===== src/rtl/thunderbird_lamp_controller.sv =====
// Thunderbird tail-lamp sequencer: blink prescaler, left/right/hazard arbitration, three-step chase.
// Optional brake overlay is compiled in when THUNDERBIRD_BRAKE_EN is defined.
module thunderbird_lamp_controller #(
    parameter int TICK_DIV = 4
) (
    input  logic clk,
    input  logic reset,
    input  logic left_sw,
    input  logic right_sw,
    input  logic hazard_sw,
`ifdef THUNDERBIRD_BRAKE_EN
    input  logic brake,
`endif
    output logic la,
    output logic lb,
    output logic lc,
    output logic ra,
    output logic rb,
    output logic rc,
    output logic tick,
    output logic busy
);

    localparam int CNT_W = (TICK_DIV > 1) ? $clog2(TICK_DIV) : 1;
    localparam logic [CNT_W-1:0] CNT_MAX = CNT_W'(TICK_DIV - 1);

    typedef enum logic [2:0] {
        IDLE = 3'd0,
        L1   = 3'd1,
        L2   = 3'd2,
        L3   = 3'd3,
        R1   = 3'd4,
        R2   = 3'd5,
        R3   = 3'd6,
        HAZ  = 3'd7
    } state_t;

    logic [CNT_W-1:0] count_reg;
    state_t           state_reg;
    state_t           state_next;
    logic             haz_req;
    logic [2:0]       left_next;
    logic [2:0]       right_next;
    logic [2:0]       left_reg;
    logic [2:0]       right_reg;

    // Blink prescaler: tick is high for the last clock of each step.
    always_ff @(posedge clk or negedge reset) begin
        if (!reset) begin
            count_reg <= '0;
        end else if (tick) begin
            count_reg <= '0;
        end else begin
            count_reg <= count_reg + 1'b1;
        end
    end

    assign tick    = (count_reg == CNT_MAX);
    assign haz_req = hazard_sw | (left_sw & right_sw);

    always_ff @(posedge clk or negedge reset) begin
        if (!reset) begin
            state_reg <= IDLE;
        end else begin
            state_reg <= state_next;
        end
    end

    // Switches are only looked at on tick edges; between ticks the state holds.
    always_comb begin
        state_next = state_reg;
        if (tick) begin
            unique case (state_reg)
                IDLE: begin
                    if (haz_req)       state_next = HAZ;
                    else if (left_sw)  state_next = L1;
                    else if (right_sw) state_next = R1;
                    else               state_next = IDLE;
                end
                L1: begin
                    if (haz_req)       state_next = HAZ;
                    else if (!left_sw) state_next = IDLE;
                    else               state_next = L2;
                end
                L2: begin
                    if (haz_req)       state_next = HAZ;
                    else if (!left_sw) state_next = IDLE;
                    else               state_next = L3;
                end
                R1: begin
                    if (haz_req)        state_next = HAZ;
                    else if (!right_sw) state_next = IDLE;
                    else                state_next = R2;
                end
                R2: begin
                    if (haz_req)        state_next = HAZ;
                    else if (!right_sw) state_next = IDLE;
                    else                state_next = R3;
                end
                // End of chase and hazard-on phase both fall back to dark.
                L3, R3, HAZ: state_next = IDLE;
                default:     state_next = IDLE;
            endcase
        end
    end

    // Lamp decode is taken from next-state so lamps move on the same edge as the state.
    always_comb begin
        left_next  = 3'b000;
        right_next = 3'b000;
        unique case (state_next)
            IDLE:    begin left_next = 3'b000; right_next = 3'b000; end
            L1:      begin left_next = 3'b001; right_next = 3'b000; end
            L2:      begin left_next = 3'b011; right_next = 3'b000; end
            L3:      begin left_next = 3'b111; right_next = 3'b000; end
            R1:      begin left_next = 3'b000; right_next = 3'b100; end
            R2:      begin left_next = 3'b000; right_next = 3'b110; end
            R3:      begin left_next = 3'b000; right_next = 3'b111; end
            HAZ:     begin left_next = 3'b111; right_next = 3'b111; end
            default: begin left_next = 3'b000; right_next = 3'b000; end
        endcase
`ifdef THUNDERBIRD_BRAKE_EN
        // Brake lights every lamp on a side that is not running a chase.
        if (brake) begin
            if (!(state_next inside {L1, L2, L3})) left_next  = 3'b111;
            if (!(state_next inside {R1, R2, R3})) right_next = 3'b111;
        end
`endif
    end

    always_ff @(posedge clk or negedge reset) begin
        if (!reset) begin
            left_reg  <= 3'b000;
            right_reg <= 3'b000;
        end else begin
            left_reg  <= left_next;
            right_reg <= right_next;
        end
    end

    assign {la, lb, lc} = left_reg;
    assign {ra, rb, rc} = right_reg;
    assign busy         = (state_reg != IDLE);

endmodule


===== config.mk =====
export PLATFORM = sky130hd
export DESIGN_NAME = thunderbird_lamp_controller
export DESIGN_NICKNAME = d
export VERILOG_FILES = /design/src/rtl/thunderbird_lamp_controller.sv
export SDC_FILE = /design/constraint.sdc
export NUM_CORES = 1
export LEC_CHECK = 0
export CORE_AREA = 8 8 45 47
export DETAILED_ROUTE_END_ITERATION = 8
export DIE_AREA = 0 0 53 55
export PLACE_DENSITY_LB_ADDON = 0.1
export SLEW_MARGIN = 20
export SYNTH_ARGS = -nofsm -noshare
export SYNTH_HDL_FRONTEND = slang
export SYNTH_SLANG_ARGS = --single-unit

===== constraint.sdc =====
create_clock -name clk -period 1.4 [get_ports clk]
set_input_delay 0.14 -clock clk [delete_from_list [all_inputs] [get_ports clk]]
set_output_delay 0.14 -clock clk [all_outputs]
set_load 0.05 [all_outputs]

# [After elaboration in Yosys (flattened, before gate mapping)]
# Memory sizes are Yosys's and may differ from the RTL's. A register that Yosys moved wholly into a read port is not among the register bits.
# Index checks and enable logic that the tools add are counted.
[totals] word_cells=32 out_inout_bits=8 reg_bits=5 romBits=48 memories=1
[memory_table] memory="(name not given)" words=8 width=6 rd=1 rd_clocked_by_memory_dff=1 write_ports=0 line="111" rtl="unique case (state_next)"
[classes] bitwise=2 n_eq_ne=8 n_mux=14 addsub=1 n_reduce_logical=4
[ops] operator="3-bit two-way mux" count=10
[ops] operator="3-bit case mux with 6 select lines" count=1
[ops] operator="3-bit == test (second input constant)" count=4
[ops] operator="3-bit by 2-bit == test with 1-bit output (second input constant)" count=2
[ops] operator="2-bit two-way mux" count=3
[ops] operator="3-bit by 1-bit == test with 1-bit output (second input constant)" count=1
[ops] operator="3-bit logical NOT" count=1
[ops] operator="3-bit nonzero test" count=1
[ops] operator="3-bit OR reduction" count=1
[ops] operator="2-bit by 1-bit adder with 2-bit output (second input constant)" count=1
[ops] operator="2-bit == test (second input constant)" count=1
[ops] operator="1-bit bitwise AND" count=1
[ops] operator="1-bit logical NOT" count=1
[ops] operator="1-bit OR" count=1

# [Depth between registers and ports, before layout]
[depth] word_depth=5 depth_mapped=5 mapped_depth_nobuf=4

# [Worst setup path after synthesis]
# Ideal clock, no wire load.
[synth_path] kind="reg2reg" start="register count_reg[0]" end="register left_reg[2]" t_arrival_ns=1.539 synth_period_minus_slack_ns=1.622 path_slack_ns=-0.222 setup_ns=0.083 path_stages_with_launch=5 cell_sequence="dfrtp_1 > ha_1 > o21ai_0 > or3_1 > o21ai_0"
[synth_between] elab_chain_len=2
[synth_rtl] element="start, declared" line="38" rtl="logic [CNT_W-1:0] count_reg;"
[synth_rtl] element="start signal, assigned" line="54" rtl="count_reg <= count_reg + 1'b1;"
[synth_rtl] element="2-bit == test" line="58" rtl="assign tick = (count_reg == CNT_MAX);"
[synth_rtl] element="net tick" line="20" rtl="output logic tick,"
[synth_rtl] element="3-bit two-way mux" line="72" rtl="if (tick) begin"
[synth_rtl] element="end, declared" line="44" rtl="logic [2:0] left_reg;"
# The timed path passes the listed nets, and every way through them passes these cells.

# [Worst setup path in the final report]
[layout_path] start="register count_reg[0]" end="output port tick"
[layout_between] elab_chain_len=1
[layout_rtl] element="2-bit == test" line="58"
[layout_rtl] element="end, declared" line="20"
# No other way between the ends.

==> metrics.yaml <==
global_route:
  grt_overflow_total: 0
  grt_use_total_pct: 11.61
  grt_pass1_wl_mm: 2.484
  grt_max_degree: 11
  grt_pass1_vias: 517
  antenna_found_initial: 0
yosys:
  synthDistinctLibCells: 30
  yosysWarnings: 0
  synth.avg_cell_area_um2: 9.966
  synth_seq_cells: 10
  yosysTopAreaCell: "dfrtp_1"
  synth_top_area_share_pct: 43.29
  synth_cells: 58
  ys_seq_area_share_pct: 43.29
  syn_nets: 64
  synth.cell_area_um2: 578.1
  ys_top_cells_by_area: "dfrtp_1 43%, o21ai_0 5.2%, o221a_2 3.9%, nor2_1 3.2%, nor2b_1 3.2%"
setup_path:
  reg2reg_from: "count_reg[0]"
  arrival_ns: 1.20
  r2r-end: "left_reg[2]"
  worst-setup-path-type: "register to output port"
  end_kind: "output port"
  slowest_delay_ns: 0.41
  r2r_cells: 5
  crit_slowest_cell: "dfrtp_1"
  reg2reg_slack_ns: 0.10
  crit_buf_inv: 2
  critPathTopFamily: "flip-flops"
  crit_chain: "ha_4 > buf_4 > buf_12"
  crit_path_start_kind: "register"
  cp_data_required_time_ns: 1.26
  path_max_fanout: 7
placed_design:
  port_buffers: 12
  hpwl_mm: 1.082
  gp_congestion: 0.9075
  placed_cell_area_um2: 763.2
floorplanning:
  start_util_pct: 41.77
  die_w_um: 53
  die-area_um2: 2915
  fp.dieH_um: 55
  coreArea_um2: 1384
  num_rows: 14
  num_io_pins: 13
cts:
  cts_tree: "done"
  cts_made_buffers: 3
  clk_pin_slew_ns: 0.07
  cts_sinks: 10
  clk_latency_ns: 0.27
  clockRootBuffer: "clkbuf_4"
  cts_buffer_depth: 2
  h-tree-depth: 1
detailed_routing:
  vias: 539
  ant_nets: 0
  wirelength_mm: 1.524
  via_per_inst: 5.674
  post_drt_wl_per_cell_um: 16.04
  drtIter0Drc: 18
  drt_first_pass_iters: 4
  drt_drc_violations_left: 0
timing:
  skew_ns: 0.003050
  rsz0062_at_grt: "no"
  fmaxAchievable_ghz: 0.7477
  slew_headroom_pct: 69.66
  period_share_pct: 95.53
  hold_violations: 0
  worst_pin_slew_ns: 0.4536
  min_period_ns: 1.337
  final.setup.tns_ns: 0
  setup_violations: 0
  slew_viol_final: 0
min_path:
  min_path_type: "input port to async pin"
final_layout:
  drive_above_1_share_pct: 39.24
  layout.area.seq_um2: 252.7
  fill_cells: 118
  n_antenna_cell: 0
  final_nets: 86
  stdcell_area_um2: 823.3
  multiInputGateArea_um2: 294.0
  area_delta_synth_final_pct: 42.42
power_and_ir_drop:
  leakagePower_nw: 0.3606
  powerDensity_nw_per_um2: 2422
  vdd_ir_drop_max_v: 0.001201
outcome:
  status: "finished, final reports clean"
flow_run:
  maxCapViolations: 0
[worst register-to-register path: cells and delay by family, from the launching register on]
kind	cells	cell delay, ns
and+or+nand+nor	1	0.32
DFF	1	0.39
adders and majority gates	1	0.19
buffers and inverters	1	0.16
AOI/OAI and AO/OA	2	0.17
[logic make-up (layout without fill, tap and decap cells)]
logic type | Yosys count | count (layout) | share of synthesized area, %
compound gates | 21 | 21 | 27.71
simple gates | 19 | 19 | 18.83
flops | 10 | 10 | 43.29
buf+inv | 7 | 28 | 8.008
fa+ha+maj | 1 | 1 | 2.164
[repair_timing]
item,in CTS,in global routing
resized for setup,1,0
setup endpoints to repair,1,3
hold buffers,0,0
buffers inserted,0,3
pin swaps,0,1
[synthesized netlist by cell type]
master and n:
nor2_4 1, a211o_1 2, o31ai_1 1, nor3_1 2, dfrtp_1 10, clkbuf_1 1, or3_1 1, nand2_1 3
buf_2 2, nor2_1 5, o22ai_1 1, clkbuf_8 1, a21oi_1 2, a311o_2 1, o211a_1 1, o221a_2 2
nor4_1 1, a2bb2oi_1 1, a31oi_1 1, a22oi_1 1, a211oi_1 1, buf_6 1, nor2b_1 3, a2111oi_2 1
ha_1 1, and2_1 1, o21ai_0 6, nand2b_4 1, inv_1 2, or2_0 1
[per-layer routing]
| layer | global-route usage, % | wire length (um) | up-vias |
|---|---|---|---|
| met4 | 7.328 | 44 | 0 |
| met2 | 17.38 | 729 | 29 |
| li1 | - | - | 255 |
| met5 | 0 | 0 | - |
| met3 | 4.011 | 135 | 6 |
| met1 | 13.95 | 615 | 249 |
[through the flow]
| stage | hold slack, ns | util, % | cells | setup WS [ns] | power, W |
|---|---|---|---|---|---|
| 6_report | 0.1861 | 59.49 | 95 | 0.06257 | 0.001994 |
| 5_1_grt | 0.2237 | 59.49 | 95 | 0.008737 | 0.002114 |
| 4_1_cts | 0.2024 | 57.87 | 92 | 0.03849 | 0.001941 |
| 3_5_place_dp | 0.4866 | 55.15 | 88 | -0.1105 | 0.001673 |
| 3_3_place_gp | 0.4704 | 55.15 | 88 | -0.08370 | 0.001679 |
| 2_1_floorplan | -0.1556 | - | 58 | 0.04607 | 0.001316 |
[cell type report]
type                            count  share of cell area, %
Sequential cell                    10                  30.70
Timing Repair Buffer               22                  25.84
Tap cell                           16                  2.432
Clock buffer                        4                  4.407
Inverter                            2                 0.9119
Multi-Input combinational cell     41                  35.71
[power by group]
part / leakage [nW] / switching (W) / internal, W
Clock: 0.0210 / 0.000103 / 0.000158
Combinational: 0.221 / 0.000705 / 0.000515
Sequential: 0.118 / 0.000104 / 0.000410
Total: 0.361 / 0.000912 / 0.00108
[how the worst max path moves through the flow]
stage | endpoint | depth (start not counted) | startpoint
finish | tick | 3 | count_reg[0]
global route | tick | 3 | count_reg[0]
detailed placement | right_reg[2] | 4 | hazard_sw
floorplan | left_reg[1] | 4 | right_reg[2]
global placement | right_reg[2] | 4 | hazard_sw
CTS | busy | 3 | state_reg[0]
[cell usage in the layout (no fill, tap or decap), types with 2 or more instances in the layout]
cell type,n
buf_4,15
dfrtp_1,8
o21ai_0,6
nor2_1,5
clkdlybuf4s50_1,4
nand2_1,3
nor2b_1,3
clkbuf_4,3
buf_12,3
inv_1,2
a211o_1,2
a21oi_1,2
o221a_2,2
nor3_1,2
dfrtp_2,2
Power figures use the tool's default switching activity.
